**config.mk**
```make
export PLATFORM = sky130hd
export DESIGN_NAME = mc_cu
export DESIGN_NICKNAME = d
export VERILOG_FILES = /design/src/rtl/mc_defs.sv /design/src/rtl/mc_decode.sv /design/src/rtl/mc_cu.sv
export SDC_FILE = /design/constraint.sdc
export NUM_CORES = 1
export LEC_CHECK = 0
export BUFFER_PORTS_ARGS = -buffer_cell sky130_fd_sc_hd__buf_2
export CAP_MARGIN = 10
export CORE_MARGIN = 5
export CORE_UTILIZATION = 45
export DETAILED_ROUTE_END_ITERATION = 6
export PLACE_DENSITY = 0.82
export SYNTH_ARGS = -nofsm -noshare
export SYNTH_HDL_FRONTEND = slang
export SYNTH_SLANG_ARGS = --single-unit
```
**constraint.sdc**
```tcl
create_clock -name clock -period 1.8 [get_ports clock]
set_input_delay 0.36 -clock clock [delete_from_list [all_inputs] [get_ports clock]]
set_output_delay 0.36 -clock clock [all_outputs]
set_load 0.02 [all_outputs]
```
**src/rtl/mc_defs.sv**
```systemverilog
// mc_defs: opcode/func constants, state encodings and control codes for the multicycle CPU
package mc_defs;
  localparam logic [5:0] OP_R    = 6'b000000;
  localparam logic [5:0] OP_ADDI = 6'b001000;
  localparam logic [5:0] OP_ANDI = 6'b001100;
  localparam logic [5:0] OP_ORI  = 6'b001101;
  localparam logic [5:0] OP_XORI = 6'b001110;
  localparam logic [5:0] OP_LUI  = 6'b001111;
  localparam logic [5:0] OP_LW   = 6'b100011;
  localparam logic [5:0] OP_SW   = 6'b101011;
  localparam logic [5:0] OP_BEQ  = 6'b000100;
  localparam logic [5:0] OP_BNE  = 6'b000101;
  localparam logic [5:0] OP_J    = 6'b000010;
  localparam logic [5:0] OP_JAL  = 6'b000011;
  localparam logic [5:0] F_ADD = 6'b100000;
  localparam logic [5:0] F_SUB = 6'b100010;
  localparam logic [5:0] F_AND = 6'b100100;
  localparam logic [5:0] F_OR  = 6'b100101;
  localparam logic [5:0] F_XOR = 6'b100110;
  localparam logic [5:0] F_SLL = 6'b000000;
  localparam logic [5:0] F_SRL = 6'b000010;
  localparam logic [5:0] F_SRA = 6'b000011;
  localparam logic [5:0] F_JR  = 6'b001000;
  localparam logic [3:0] ALU_ADD = 4'b0000;
  localparam logic [3:0] ALU_SUB = 4'b0100;
  localparam logic [3:0] ALU_AND = 4'b0001;
  localparam logic [3:0] ALU_OR  = 4'b0101;
  localparam logic [3:0] ALU_XOR = 4'b0010;
  localparam logic [3:0] ALU_LUI = 4'b0110;
  localparam logic [3:0] ALU_SLL = 4'b0011;
  localparam logic [3:0] ALU_SRL = 4'b0111;
  localparam logic [3:0] ALU_SRA = 4'b1111;
  localparam logic [1:0] SB_B    = 2'b00;
  localparam logic [1:0] SB_FOUR = 2'b01;
  localparam logic [1:0] SB_IMM  = 2'b10;
  localparam logic [1:0] SB_IMM2 = 2'b11;
  localparam logic [1:0] PC_ALU  = 2'b00;
  localparam logic [1:0] PC_BR   = 2'b01;
  localparam logic [1:0] PC_RS   = 2'b10;
  localparam logic [1:0] PC_JUMP = 2'b11;
  typedef enum logic [2:0] {S_IF, S_ID, S_EXE, S_MEM, S_WB} state_t;
  typedef struct packed {
    logic r_alu, jr, j, jal, beq, bne, lw, sw, valid, sext, regrt, shift;
    logic [3:0] aluc;
  } dec_t;
  typedef struct packed {
    logic wpc, wir, wmem, wreg, iord, regrt, m2reg, jal, shift, sext, alusrca;
    logic [1:0] alusrcb;
    logic [3:0] aluc;
    logic [1:0] pcsource;
  } ctrl_t;
endpackage

```
**src/rtl/mc_decode.sv**
```systemverilog
// mc_decode: op/func to instruction class flags plus aluc/sext/regrt/shift
module mc_decode
  import mc_defs::*;
(
  input  logic [5:0] op,
  input  logic [5:0] func,
  output dec_t       d
);
  always_comb begin
    d = '0;
    d.valid = 1'b1;
    case (op)
      OP_R: begin
        d.r_alu = 1'b1;
        case (func)
          F_ADD: d.aluc = ALU_ADD;
          F_SUB: d.aluc = ALU_SUB;
          F_AND: d.aluc = ALU_AND;
          F_OR:  d.aluc = ALU_OR;
          F_XOR: d.aluc = ALU_XOR;
          F_SLL: {d.aluc, d.shift} = {ALU_SLL, 1'b1};
          F_SRL: {d.aluc, d.shift} = {ALU_SRL, 1'b1};
          F_SRA: {d.aluc, d.shift} = {ALU_SRA, 1'b1};
          F_JR:  {d.jr, d.r_alu} = 2'b10;
          default: {d.valid, d.r_alu} = 2'b00;
        endcase
      end
      OP_ADDI: {d.aluc, d.sext, d.regrt} = {ALU_ADD, 2'b11};
      OP_ANDI: {d.aluc, d.regrt} = {ALU_AND, 1'b1};
      OP_ORI:  {d.aluc, d.regrt} = {ALU_OR, 1'b1};
      OP_XORI: {d.aluc, d.regrt} = {ALU_XOR, 1'b1};
      OP_LUI:  {d.aluc, d.regrt} = {ALU_LUI, 1'b1};
      OP_LW:   {d.lw, d.sext, d.regrt} = 3'b111;
      OP_SW:   {d.sw, d.sext} = 2'b11;
      OP_BEQ:  {d.beq, d.sext, d.aluc} = {2'b11, ALU_SUB};
      OP_BNE:  {d.bne, d.sext, d.aluc} = {2'b11, ALU_SUB};
      OP_J:    d.j = 1'b1;
      OP_JAL:  d.jal = 1'b1;
      default: d.valid = 1'b0;
    endcase
  end
endmodule

```
**src/rtl/mc_cu.sv**
```systemverilog
// mc_cu: multicycle control FSM sequencing IF/ID/EXE/MEM/WB over a shared ALU and memory
module mc_cu
  import mc_defs::*;
#(
  parameter bit MEM_HANDSHAKE = 1'b1,
  parameter int STATE_W       = 3
) (
  input  logic               clock,
  input  logic               reset,
  input  logic [5:0]         op,
  input  logic [5:0]         func,
  input  logic               z,
  input  logic               mem_ready,
  output logic               wpc,
  output logic               wir,
  output logic               wmem,
  output logic               wreg,
  output logic               iord,
  output logic               regrt,
  output logic               m2reg,
  output logic               jal,
  output logic               shift,
  output logic               sext,
  output logic               alusrca,
  output logic [1:0]         alusrcb,
  output logic [3:0]         aluc,
  output logic [1:0]         pcsource,
  output logic [STATE_W-1:0] state
);
  state_t cur, nxt;
  dec_t   d;
  ctrl_t  n, c;
  logic   rdy;
  mc_decode u_dec (.op(op), .func(func), .d(d));
  assign rdy = MEM_HANDSHAKE ? mem_ready : 1'b1;
  always_ff @(posedge clock)
    if (reset) cur <= S_IF;
    else cur <= nxt;
  always_comb begin
    n = '0;
    nxt = S_IF;
    case (cur)
      S_IF: begin
        n.alusrcb = SB_FOUR;
        {n.wpc, n.wir} = {rdy, rdy};
        nxt = rdy ? S_ID : S_IF;
      end
      S_ID: begin
        n.alusrcb = SB_IMM2;
        n.sext = 1'b1;
        n.wpc = d.j | d.jal | d.jr;
        n.pcsource = d.jr ? PC_RS : (d.j | d.jal) ? PC_JUMP : PC_ALU;
        {n.wreg, n.jal} = {d.jal, d.jal};
        nxt = (d.valid && !n.wpc) ? S_EXE : S_IF;
      end
      S_EXE: begin
        n.alusrca = 1'b1;
        n.aluc = d.aluc;
        n.shift = d.shift;
        n.sext = d.sext;
        n.alusrcb = (d.r_alu | d.beq | d.bne) ? SB_B : SB_IMM;
        n.pcsource = (d.beq | d.bne) ? PC_BR : PC_ALU;
        n.wpc = (d.beq & z) | (d.bne & ~z);
        nxt = (d.beq | d.bne) ? S_IF : (d.lw | d.sw) ? S_MEM : S_WB;
      end
      S_MEM: begin
        n.iord = 1'b1;
        n.wmem = d.sw;
        nxt = !rdy ? S_MEM : d.sw ? S_IF : S_WB;
      end
      S_WB: begin
        n.wreg = 1'b1;
        n.m2reg = d.lw;
        n.regrt = d.regrt;
      end
      default: ;
    endcase
    c = reset ? '0 : n;
  end
  assign {wpc, wir, wmem, wreg, iord, regrt, m2reg, jal, shift, sext, alusrca,
          alusrcb, aluc, pcsource} = c;
  assign state = STATE_W'(cur);
endmodule

```
==> metrics, run 1 <==
run status=complete, but fails checks; violated checks=negative setup slack; Via-to-Cell Ratio=5.84; Post-Syn Area=768 sq um; number of rows in the core area=15; setup-violating endpoint count in the final report=9; dominant cells by area after synthesis=sky130_fd_sc_hd__dfxtp_1 (7.8%), sky130_fd_sc_hd__nand2_1 (5.4%), sky130_fd_sc_hd__nor2_1 (5.4%); Tightest Pin Transition=0.317 ns; number of iterations in the first detailed-routing pass=4; placeable core area=1670 sq um; final-layout worst hold slack=0.501 ns; die outline height=51.3 um; post-synth cell types=51; arrival time at the worst endpoint=1.55 ns; via count of the first global-routing pass=1080; biggest area consumer among synthesized cells=sky130_fd_sc_hd__dfxtp_1; final antenna diode count=0; Num Clock Sinks=3; max-slew violation total from the final report=0; total nets after synthesis=121; maximum level of the CTS H-tree=1; clock-pin transition on the worst setup and hold timing paths=0.04 ns; # Max-Cap Violations=0; count of port buffers added during placement=37; critical path start-end classification=input port to output pin; Tcrit/Tclk final=106%; sequential element share of the synthesized area=7.82%; area of the die=2630 sq um; startpoint class of the critical path=input port; slack of the critical path=-0.113 ns; initial antenna violation count=0; flip-flop count of the largest register after layout=3; #FFs+latches synth=3; global-route wire length before repair=4650 um; cell at the root of the clock tree=sky130_fd_sc_hd__clkbuf_4; total via count after detailed routing=1092; TritonCTS Buffers=3; count of unresolved DRC violations after routing=0; Placer Congestion=0.847; average size of a mapped cell=7.32 sq um; Post-CTS Hold Buffers=0; Final Hold Violating Endpoints=0; static power due to leakage=0.700 nW; headroom to the max-slew limit=78.3%; setup skew after layout=0.00224 ns; WL per Instance=16.9 um; proportion of layout cells with a drive suffix above 1=67.6%; Peak supply drop=0.000264 V; aggregate routed wire length=3160 um; total congestion overflow after global routing=0; clock tree from TritonCTS=yes; total power density per cell area=289 nW/um^2; Synth Flop Type=sky130_fd_sc_hd__dfxtp_1; achievable clock frequency=523 MHz; Synth-to-Final Area Change=91.5%; gr usage total=23.1%; Initial Utilization=46.0%; class of the tightest hold or removal check=input port to register; floorplan die width=51.3 um; number of warning messages in the yosys log=0; min Tclk post-route=1.91 ns; total number of nets in the final design=187; asr flop ratio synth=0%; synthesized instance count=105; clock latency at the later pin of the worst-skew pair=0.23 ns; DRC violation total after the first TritonRoute iteration=23; setup repair after global routing missed its margin=yes; sort of element at the end of the critical path=output pin; worst-path maximum fanout=4; Layout fillers=81; portion of synthesized cell area occupied by the leading cell type=7.82%; number of flops mapped to enable cells by yosys=0; largest buffer count on any clock path=2; residual antenna-violating net count after detailed routing=0; required time of the worst setup path=1.44 ns; final core utilization=88.1%; largest net degree at the start of global routing=11; estimated wirelength of the detail-placed design=2130 um; I/O pin count=38
-- metal layers --
metal / GRT usage [%] / part of all wire [%] / vias up
met2: 45.3 / 55 / 50
met4: 9.61 / 2.3 / 0
li1: - / - / 521
met3: 4.66 / 5.0 / 8
met1: 23.1 / 38 / 513
met5: 0 / 0 / -
-- metrics by stage --
stage                     std cells  TNS [ns]  total power [mW]  setup slack (ns)  area, sq um
final                           187    -0.791             0.425            -0.113         1470
after global routing            187     -1.54             0.450            -0.185         1470
after CTS                       179    -0.621             0.395            -0.103         1290
after detailed placement        171    -0.806             0.254            -0.123         1120
after global placement          171    -0.517             0.248           -0.0917         1120
after floorplan                 105   -0.0215             0.186           -0.0198          852
-- synth_stat cells, types with 2 or more instances --
library cell and instances:
sky130_fd_sc_hd__or3_4 2, sky130_fd_sc_hd__nor3_1 8, sky130_fd_sc_hd__nor4b_1 2, sky130_fd_sc_hd__nor2_1 11
sky130_fd_sc_hd__o31a_1 3, sky130_fd_sc_hd__inv_1 5, sky130_fd_sc_hd__or2_2 2, sky130_fd_sc_hd__or4_1 2
sky130_fd_sc_hd__buf_6 3, sky130_fd_sc_hd__nand2b_1 4, sky130_fd_sc_hd__o21a_1 2, sky130_fd_sc_hd__nor2b_1 5
sky130_fd_sc_hd__dfxtp_1 3, sky130_fd_sc_hd__a21oi_1 3, sky130_fd_sc_hd__and3_1 2, sky130_fd_sc_hd__nand2_1 11
sky130_fd_sc_hd__buf_2 2, sky130_fd_sc_hd__nor4_1 2
-- timing repair --
item                       CTS  global route
pin swaps                    8             6
buffers inserted             4             8
setup endpoints to repair   13            15
resized for setup           31            26
-- area by class of cell --
type / instances / area, sq um / share of cell area [%]
timing repair buffer: 68 / 522 / 35.5
inverter: 6 / 22.5 / 1.53
tap: 17 / 21.3 / 1.45
sequential: 3 / 71.3 / 4.85
multi-input combinational: 89 / 808 / 54.9
clock buffer: 4 / 26.3 / 1.79
-- worst paths after layout --
path | slack [ns] | startpoint | cells past startpoint | end
max | -0.11 | op[5] | 6 | wpc
min | 0.50 | mem_ready | 3 | state[0]
max reg2reg | 0.11 | state[1] | 6 | state[1]
min reg2reg | 0.70 | state[0] | 2 | state[0]
-- kinds of logic after synthesis --
| logic type | Yosys count | synth area share [%] |
|---|---|---|
| buffers and inverters | 13 | 11.6 |
| AND/OR/NAND/NOR | 61 | 50.2 |
| AO/OA/AOI/OAI | 25 | 26.5 |
| multiplexers | 2 | 2.77 |
| XOR/XNOR | 1 | 1.14 |
| flip-flops | 3 | 7.82 |
-- power breakdown --
group / switching, mW / leakage, nW / total [mW] / internal, mW
clock: 0.0313 / 0.0150 / 0.114 / 0.0828
combinational: 0.123 / 0.659 / 0.240 / 0.117
sequential: 0.00470 / 0.0267 / 0.0709 / 0.0662
total: 0.159 / 0.700 / 0.425 / 0.266
-- critical path, stage by stage --
cell                      delay, ns
sky130_fd_sc_hd__buf_6         0.09
sky130_fd_sc_hd__or3_4         0.42
sky130_fd_sc_hd__buf_12        0.15
sky130_fd_sc_hd__nor3_4        0.18
sky130_fd_sc_hd__a311o_1       0.23
sky130_fd_sc_hd__buf_6         0.12
-- layout by cell type (no fill, tap or decap), drive strengths merged, types with 2 or more instances in the layout --
master / instances
o21a: 2
and3: 2
buf: 68
dfxtp: 3
nor4b: 3
nand2: 11
a21oi: 3
or2: 2
nor2: 11
clkbuf: 4
or3: 2
nand3b: 2
o31a: 3
nor3: 10
o21ai: 2
nor4: 2
nor2b: 5
or4: 2
nand2b: 4
inv: 6
(Power assumes the default switching activity.)
==> run 2, diff against run 1 <==
PLACE_DENSITY = 0.79   (was 0.82)
==> run 2 against run 1 <==
Net effect: the flow still finishes with violations (negative setup slack); maximum frequency decreased by 0.53%; routed wire length decreased by 3.3%; via count increased by 1.6%; clock skew decreased by 0.0012 ns; combinational power decreased by 10%; setup slack got worse by 0.010 ns; global-route usage increased by 1.1 points; utilization decreased by 7.2 points; largest power group unchanged; highest routed layer unchanged.
==> metrics, run 2 (same netlist as run 1, synthesis figures left out) <==
critical path's largest stage delay=0.43 ns; area of the die=2630 sq um; setup skew after layout=0.00101 ns; most frequent cells in the layout=sky130_fd_sc_hd__buf_4 (33), sky130_fd_sc_hd__buf_2 (24), sky130_fd_sc_hd__nand2_1 (7), sky130_fd_sc_hd__buf_6 (7); I/O pin count=38; estimated wirelength of the detail-placed design=2100 um; final antenna diode count=0; maximum level of the CTS H-tree=1; violated checks=negative setup slack; Initial Utilization=46.0%; class of the tightest hold or removal check=input port to register; Worst Reg-to-Reg Cells=5; number of iterations in the first detailed-routing pass=4; placeable core area=1670 sq um; required time of the worst setup path=1.44 ns; largest buffer count on any clock path=2; placed cell area=1130 sq um; Slowest cell on crit path=sky130_fd_sc_hd__or3_4; worst-path maximum fanout=5; static power due to leakage=0.656 nW; clock tree from TritonCTS=yes; end point of the critical path=aluc[1]; Post-CTS Hold Buffers=0; initial antenna violation count=0; commonest non-fill, non-tap cell in the layout=sky130_fd_sc_hd__buf_4; via count of the first global-routing pass=1177; total congestion overflow after global routing=0; achievable clock frequency=520 MHz; total via count after detailed routing=1110; Tcrit/Tclk final=107%; TritonCTS Buffers=3; sort of element at the end of the critical path=output pin; floorplan die width=51.3 um; count of port buffers added during placement=37; final core utilization=80.9%; Final Hold Violating Endpoints=0; Worst Hold Depth=3; WL per Instance=16.5 um; die outline height=51.3 um; first element of the critical path=op[3]; Num Clock Sinks=3; Placer Congestion=0.823; critical path, cell by cell=buf_8 > or3_4 > nor3_4 > o21ai_1 > a21oi_2 > buf_4; total power density per cell area=297 nW/um^2; max-slew violation total from the final report=0; Via-to-Cell Ratio=6.00; Reg-to-Reg Start=state[1]; clock-pin transition on the worst setup and hold timing paths=0.04 ns; critical path start-end classification=input port to output pin; DRC violation total after the first TritonRoute iteration=18; final design instance area without fill=1350 sq um; final-layout worst hold slack=0.491 ns; cell at the root of the clock tree=sky130_fd_sc_hd__clkbuf_4; run status=complete, but fails checks; arrival time at the worst endpoint=1.56 ns; setup-violating endpoint count in the final report=12; largest net degree at the start of global routing=11; number of rows in the core area=15; global-route wire length before repair=4960 um; startpoint class of the critical path=input port; flip-flop count of the largest register after layout=3; total number of nets in the final design=185; residual antenna-violating net count after detailed routing=0; headroom to the max-slew limit=77.1%; total negative setup slack=-0.816 ns; setup repair after global routing missed its margin=yes; reg2reg end=state[1]; slack of the critical path=-0.123 ns; proportion of layout cells with a drive suffix above 1=63.1%; Tightest Pin Transition=0.335 ns; reg2reg setup slack=0.25 ns; Synth-to-Final Area Change=75.9%; gr usage total=24.2%; clock latency at the later pin of the worst-skew pair=0.23 ns; min Tclk post-route=1.92 ns; aggregate routed wire length=3050 um; count of unresolved DRC violations after routing=0; Peak supply drop=0.000228 V; # Max-Cap Violations=0
==> run 2: changes by cell type in the layout (fill, tap and decap cells not counted), sizes merged <==
cell / previous run / this run
buf: 68 / 66
==> run 2: worst min path at each step <==
stage	from	endpoint
final	mem_ready	state[0]
after detailed placement	state[1]	state[2]
after global routing	mem_ready	state[0]
after global placement	state[1]	state[2]
after floorplan	reset	state[0]
after CTS	mem_ready	state[0]
==> run 2: repair_timing <==
item                       in CTS  in global routing
setup endpoints to repair      12                 15
resized for setup              27                  9
gates cloned                    0                  0
pin swaps                       4                  4
buffers inserted                7                  2
==> run 2: metrics by stage <==
step / std cells / setup slack, ns / total power [mW]
4_1_cts: 183 / -0.0765 / 0.396
2_1_floorplan: 105 / -0.0198 / 0.186
3_3_place_gp: 172 / -0.128 / 0.250
6_report: 185 / -0.123 / 0.401
3_5_place_dp: 172 / -0.128 / 0.256
5_1_grt: 185 / -0.168 / 0.436
==> run 2: final cells by class <==
class	count	area, sq um
tap	17	21.3
clock buffer	4	26.3
fill	109	319
timing repair buffer	66	477
multi-input combinational	89	736
inverter	6	22.5
sequential	3	68.8
==> run 2: where the power goes <==
group          switching [mW]  total (mW)  internal [mW]
sequential            0.00447      0.0720         0.0675
combinational           0.112       0.215          0.102
clock                  0.0316       0.114         0.0829
==> run 2: critical path, delay by kind of cell <==
kind	cells	cell delay (ns)
AOI/OAI and AO/OA	2	0.28
buffers and inverters	2	0.25
and+or+nand+nor	2	0.67
==> run 2: routing by layer <==
metal	track usage [%]	vias to the layer above	share of wire (%)
met3	5.54	16	6.7
met4	9.61	0	3.8
met2	46.8	67	52
li1	-	515	-
met5	0	-	0
met1	24.5	512	37
